## src/rtl/psadd_arbiter.sv

```systemverilog
// Two-requester round-robin front end for one shared packed saturating byte add/sub unit.
// Each requester owns a registered result slot with rvalid/rready and a saturation event counter.
module psadd_arbiter #(
    parameter int unsigned CNT_W = 8
) (
    input  logic             clk,
    input  logic             rst,

    input  logic             r0_valid,
    output logic             r0_ready,
    input  logic [15:0]      r0_a,
    input  logic [15:0]      r0_b,
    input  logic             r0_sub,
    output logic             r0_rvalid,
    input  logic             r0_rready,
    output logic [15:0]      r0_rdata,
    output logic [1:0]       r0_sat,
    output logic [CNT_W-1:0] r0_satcnt,

    input  logic             r1_valid,
    output logic             r1_ready,
    input  logic [15:0]      r1_a,
    input  logic [15:0]      r1_b,
    input  logic             r1_sub,
    output logic             r1_rvalid,
    input  logic             r1_rready,
    output logic [15:0]      r1_rdata,
    output logic [1:0]       r1_sat,
    output logic [CNT_W-1:0] r1_satcnt
);

    localparam int unsigned LANE_W = 8;
    localparam int unsigned DATA_W = 2 * LANE_W;

    // Returns {sat, result}; the 9-bit intermediate holds every sum/difference exactly.
    function automatic logic [LANE_W:0] sat_lane(input logic [LANE_W-1:0] a,
                                                  input logic [LANE_W-1:0] b,
                                                  input logic              sub);
        logic [LANE_W:0] ea;
        logic [LANE_W:0] eb;
        logic [LANE_W:0] s;
        ea = {a[LANE_W-1], a};
        eb = {b[LANE_W-1], b};
        s  = sub ? (ea - eb) : (ea + eb);
        if (s[LANE_W:LANE_W-1] == 2'b01) begin
            sat_lane = {1'b1, 8'h7F};
        end else if (s[LANE_W:LANE_W-1] == 2'b10) begin
            sat_lane = {1'b1, 8'h80};
        end else begin
            sat_lane = {1'b0, s[LANE_W-1:0]};
        end
    endfunction

    function automatic logic [CNT_W-1:0] cnt_inc(input logic [CNT_W-1:0] c);
        cnt_inc = (c == {CNT_W{1'b1}}) ? c : c + CNT_W'(1);
    endfunction

    logic              r0_rvalid_q, r0_rvalid_d;
    logic [DATA_W-1:0] r0_rdata_q,  r0_rdata_d;
    logic [1:0]        r0_sat_q,    r0_sat_d;
    logic [CNT_W-1:0]  r0_satcnt_q, r0_satcnt_d;
    logic              r1_rvalid_q, r1_rvalid_d;
    logic [DATA_W-1:0] r1_rdata_q,  r1_rdata_d;
    logic [1:0]        r1_sat_q,    r1_sat_d;
    logic [CNT_W-1:0]  r1_satcnt_q, r1_satcnt_d;
    logic              last_grant_q, last_grant_d;

    logic              elig0, elig1;
    logic              gnt0, gnt1;
    logic [DATA_W-1:0] op_a, op_b;
    logic              op_sub;
    logic [LANE_W:0]   lane_hi, lane_lo;
    logic [DATA_W-1:0] res_data;
    logic [1:0]        res_sat;

    // Round-robin grant: a slot is eligible if empty or draining this cycle.
    always_comb begin
        elig0 = r0_valid && (!r0_rvalid_q || r0_rready);
        elig1 = r1_valid && (!r1_rvalid_q || r1_rready);
        gnt0  = !rst && elig0 && (!elig1 || last_grant_q);
        gnt1  = !rst && elig1 && (!elig0 || !last_grant_q);
    end

    assign r0_ready = gnt0;
    assign r1_ready = gnt1;

    // Single shared datapath fed by the granted requester.
    always_comb begin
        op_a     = gnt1 ? r1_a   : r0_a;
        op_b     = gnt1 ? r1_b   : r0_b;
        op_sub   = gnt1 ? r1_sub : r0_sub;
        lane_hi  = sat_lane(op_a[15:8], op_b[15:8], op_sub);
        lane_lo  = sat_lane(op_a[7:0],  op_b[7:0],  op_sub);
        res_data = {lane_hi[LANE_W-1:0], lane_lo[LANE_W-1:0]};
        res_sat  = {lane_hi[LANE_W], lane_lo[LANE_W]};
    end

    // Slot update: drain first, then a new acceptance overrides it.
    always_comb begin
        r0_rvalid_d  = r0_rvalid_q;
        r0_rdata_d   = r0_rdata_q;
        r0_sat_d     = r0_sat_q;
        r0_satcnt_d  = r0_satcnt_q;
        r1_rvalid_d  = r1_rvalid_q;
        r1_rdata_d   = r1_rdata_q;
        r1_sat_d     = r1_sat_q;
        r1_satcnt_d  = r1_satcnt_q;
        last_grant_d = last_grant_q;

        if (r0_rvalid_q && r0_rready) r0_rvalid_d = 1'b0;
        if (r1_rvalid_q && r1_rready) r1_rvalid_d = 1'b0;

        if (gnt0) begin
            r0_rvalid_d  = 1'b1;
            r0_rdata_d   = res_data;
            r0_sat_d     = res_sat;
            last_grant_d = 1'b0;
            if (|res_sat) r0_satcnt_d = cnt_inc(r0_satcnt_q);
        end
        if (gnt1) begin
            r1_rvalid_d  = 1'b1;
            r1_rdata_d   = res_data;
            r1_sat_d     = res_sat;
            last_grant_d = 1'b1;
            if (|res_sat) r1_satcnt_d = cnt_inc(r1_satcnt_q);
        end
    end

    always_ff @(posedge clk) begin
        if (rst) begin
            r0_rvalid_q  <= 1'b0;
            r0_rdata_q   <= '0;
            r0_sat_q     <= '0;
            r0_satcnt_q  <= '0;
            r1_rvalid_q  <= 1'b0;
            r1_rdata_q   <= '0;
            r1_sat_q     <= '0;
            r1_satcnt_q  <= '0;
            last_grant_q <= 1'b1;
        end else begin
            r0_rvalid_q  <= r0_rvalid_d;
            r0_rdata_q   <= r0_rdata_d;
            r0_sat_q     <= r0_sat_d;
            r0_satcnt_q  <= r0_satcnt_d;
            r1_rvalid_q  <= r1_rvalid_d;
            r1_rdata_q   <= r1_rdata_d;
            r1_sat_q     <= r1_sat_d;
            r1_satcnt_q  <= r1_satcnt_d;
            last_grant_q <= last_grant_d;
        end
    end

    assign r0_rvalid = r0_rvalid_q;
    assign r0_rdata  = r0_rdata_q;
    assign r0_sat    = r0_sat_q;
    assign r0_satcnt = r0_satcnt_q;
    assign r1_rvalid = r1_rvalid_q;
    assign r1_rdata  = r1_rdata_q;
    assign r1_sat    = r1_sat_q;
    assign r1_satcnt = r1_satcnt_q;

endmodule

```

## config.mk

```make
export PLATFORM = sky130hd
export DESIGN_NAME = psadd_arbiter
export DESIGN_NICKNAME = d
export VERILOG_FILES = /design/src/rtl/psadd_arbiter.sv
export SDC_FILE = /design/constraint.sdc
export NUM_CORES = 1
export LEC_CHECK = 0
export ABC_AREA = 1
export CORE_MARGIN = 2
export CORE_UTILIZATION = 40
export CTS_CLUSTER_DIAMETER = 30
export DETAILED_ROUTE_END_ITERATION = 12
export GPL_TIMING_DRIVEN = 0
export PLACE_DENSITY_LB_ADDON = 0.3
export SLEW_MARGIN = 20
export SYNTH_ARGS = -nofsm -noshare
export SYNTH_HDL_FRONTEND = slang
export SYNTH_SLANG_ARGS = --single-unit
```

## constraint.sdc

```tcl
create_clock -name clk -period 13.1 [get_ports clk]
set_input_delay 3.275 -clock clk [delete_from_list [all_inputs] [get_ports clk]]
set_output_delay 3.275 -clock clk [all_outputs]
set_load 0.005 [all_outputs]
```

Yosys cells after proc, flatten, opt, wreduce, memory -nomap -nowiden
Cells that the tools add are included.
- bits of input ports: 72
- memories kept: 0
- ROM bits: 0
- register bits after elaboration: 55
- bits in latches: 0
- memory bits (writable): 0
- output and inout port bits: 56
- shift-type cells: 0
- equal/unequal tests: 6
- multipliers: 0
- mux-type cells: 13
- $add $sub $neg: 6
- divide/modulo/power cells: 0
- $lt $le $gt $ge: 0
- reductions and logical operators: 24
- bitwise logic cells: 2
- operator list (cell ; number):
    2-to-1 mux 9 bit ; 6
    2-to-1 mux 16 bit ; 2
    adder 8 x 8 -> 9 bit ; 2
    subtractor 8 x 8 -> 9 bit ; 2
    adder 8 x 1 -> 8 bit (second input constant) ; 2
    == test 8 bit (second input constant) ; 2
    logical AND 1 bit ; 8
    logical NOT 1 bit ; 6
    AND reduction 3 bit ; 2
    2-to-1 mux 1 bit ; 5
    == test 2 x 1 -> 1 bit (second input constant) ; 2
    == test 2 bit (second input constant) ; 2
    logical OR 1 bit ; 4
    nonzero test 2 bit ; 2
    OR reduction 2 bit ; 2
    NOT 1 bit ; 2

Depth between registers and ports, before layout
- word-level depth: 14
- gate-level depth with buffers: 34
- mapped depth without buffers: 33

Worst setup path before layout
No wires, ideal clock.
- path type: input port to output port
- start: in rst
- end: out r1_ready
- required time: 9.825 ns
- stages: 6
- path slack: 5.668 ns
- arrival: 4.157 ns
- path buffers: 3
- cell sequence: buf_4 -> nor2_8 -> nand2_4 -> inv_1 -> buf_2 -> buf_2
- cells in the longest elaborated chain, start to end: 3
- RTL lines (item ; RTL line ; text):
    from (decl) ; 7 ; input logic rst,
    logical NOT 1 bit ; 81 ; gnt1 = !rst && elig1 && (!elig0 || !last_grant_q);
    logical AND 1 bit (2 in series) ; 81 ;
    to (decl) ; 21 ; output logic r1_ready,
No other way between the ends.

Worst setup path in the final report
- start: in r1_rready
- end: out r1_ready
- cells in the longest elaborated chain, start to end: 4
- RTL lines (item ; RTL line ; text):
    from (decl) ; 26 ; input logic r1_rready,
    logical OR 1 bit ; 79 ; elig1 = r1_valid && (!r1_rvalid_q || r1_rready);
    logical AND 1 bit ; 79 ;
    logical AND 1 bit (2 in series) ; 81 ;
No other way between the ends.

==> run metrics <==
status=completed; worst endpoint required time=9.82 ns; EDFF count, synth=0; RSZ-0062 raised after global routing=false; register area share after synthesis=26.3%; largest net degree at the start of global routing=18; setup repair bufs after CTS=0; f_max=around 110 MHz; crit end category=output pin; warnings from Yosys=0; # nets final=between 800 and 900; Die ar.=around 0.011 mm²; worst hold margin=approximately 0.48 ns; Hold Buf Count CTS=0; Synth async-reset ratio=0%; Final Critical Period=approximately 8.8 ns; CTS tree=built; DR vias=4,538; FF+latch area=0.00110 mm²; Setup crit start kind=input pin; HP Class=flop to flop; Max Cap Violations=0; commonest non-fill, non-tap cell in the layout=nand2_1; synthesized area per cell=6.29 µm²; vias in the first global route=4,245; GR Overflow Total=0; post-synthesis to final-layout area growth=36.9%; ys flop type=dfxtp_1; number of fill cells=approximately 990; crit path DAT=~5.5 ns; clk_skew=around 0.013 ns; overall global routing resource usage=21.1%; Post-Synthesis Net Count=between 700 and 800; DR DRC count=0; routed wire length=11,900 µm; row count=37; Synth top area share=a little over a quarter; DR iter-0 viols=133; die width=106 µm; Final ANT Viol Nets=0; leading area contributor after synthesis=dfxtp_1; Via density=4.86; final-report max-slew violation count=0; Final period util=66.9%; Routed wire per std cell=12.8 µm; footprint of the multi-input gates=approximately 0.0026 mm²; Synth Cell Area=between 0.004 and 0.005 mm²; commonest cells after routing, fill and taps aside=nand2_1 (181), clkdlybuf4s50_1 (126), inv_1 (98); met1 wire length=about 5300 µm; Resize count post-CTS=0; Top Layer Used=met4; setup TNS=0 ns; Fin. Hold Viols=0; Detailed Place HPWL=~9800 µm; Die H=between 100 and 150 µm; GPL Wtd Cong=between 0.8 and 0.9; Final setup viols=0; Worst slew margin=between 50 and 60%; Buffers on Ports=126; Synth Instances=664; first-pass iteration count of the detailed router=5; I/O pin count=roughly 130; Sink Count=55; first-pass GRT wire length=about 19,000 µm; share of cells above drive strength 1=under 10%; CTS buffer count=5; met3 wire len=723 µm; antenna cells=0; register bit total from synthesis=55; Leakage=2.81 nW; clk root buf=clkbuf_8; Synth cell types=42; crit path max fanout=10; initial core utilization=between 40 and 50%; Met2 Routed Length=5660 µm; number of H-tree levels=2; Area contributors post-synth=dfxtp_1 (26%), nand2_1 (16%), inv_1 (8.8%), ha_1 (6.6%), nand3_1 (6.6%); core area=a little over 0.01 mm²; Power, Total=0.607 mW; power per cell area=around 110 mW/mm²; antenna violations before repair=0; Worst-Margin Slew=around 0.62 ns; Worst-Skew Late Latency=0.32 ns; Reg clk slew, reported paths=~0.090 ns; critical path class=input pin to output pin; CTS Buffer Depth=2; VDD IR max=0.0000454 V
-- metal layers --
metal,track usage (%),vias up
met2,37.9,153
met5,0,-
met3,2.94,15
met4,5.55,0
met1,26.4,1994
li1,-,2376
-- flip-flops by register name, indices dropped and copies added, names as in the netlist --
signal        count
r0_rdata         16
r1_rvalid         1
r0_sat            2
r1_rdata         16
r0_satcnt         8
r1_satcnt         8
r1_sat            2
last_grant_q      1
r0_rvalid         1
-- critical path: stages --
cell and delay (ns):
clkdlybuf4s50_1 0.46, inv_1 0.05, nand2_2 0.07, nand2_2 0.08
nor2_8 0.17, nand2_4 0.12, inv_1 0.16, buf_2 0.25
buf_2 0.29, clkdlybuf4s50_1 0.55
-- report_power, final --
| group | total, mW | switching (mW) | internal (mW) |
|---|---|---|---|
| sequential | 0.197 | 0.0124 | 0.185 |
| clock | 0.113 | 0.0561 | 0.0570 |
| combinational | 0.296 | 0.168 | 0.128 |
-- cell type report --
cell class / count / area share [%]
buffer: 22 / 2.23
clock buffer: 5 / 1.20
clock inverter: 3 / 0.765
inverter: 102 / 6.69
multi-input combinational: 485 / 44.9
sequential: 55 / 19.2
tap: 136 / 2.97
timing repair buffer: 126 / 22.0
-- path summary, 6_finish.rpt --
path	cells after the start	to	slack (ns)	startpoint
max	10	r1_ready	4.34	r1_rready
min	2	r0_satcnt[4]	0.48	r0_satcnt[4]
max reg2reg	24	r1_satcnt[4]	8.67	r0_rvalid
min reg2reg	2	r0_satcnt[4]	0.48	r0_satcnt[4]
-- per-stage QoR --
stage | cells | util (%) | cell area, µm² | setup slack (ns)
global route | 934 | 55.9 | 5720 | 4.23
finish | 934 | 55.9 | 5720 | 4.34
floorplan | 664 | - | 4180 | 5.67
global placement | 926 | 54.8 | 5610 | 4.33
detailed placement | 926 | 54.8 | 5610 | 4.33
CTS | 934 | 55.9 | 5720 | 4.32
-- synthesized netlist by cell type, types with 10 or more instances --
| master | count |
|---|---|
| dfxtp_1 | 55 |
| o21ai_0 | 35 |
| nand3_1 | 55 |
| nand2_1 | 181 |
| ha_1 | 22 |
| nand3b_1 | 11 |
| clkbuf_1 | 10 |
| nand2_2 | 13 |
| nor2_1 | 71 |
| inv_1 | 98 |
| a21oi_1 | 27 |
-- kinds of logic after synthesis --
kind of cell / count (synthesis) / synth area share (%)
flops: 55 / 26.3
fa+ha+maj: 24 / 7.54
buf+inv: 124 / 12.2
compound gates: 91 / 12.8
xor+xnor: 10 / 2.10
simple gates: 360 / 39.0
Power figures use the tool's default switching activity.
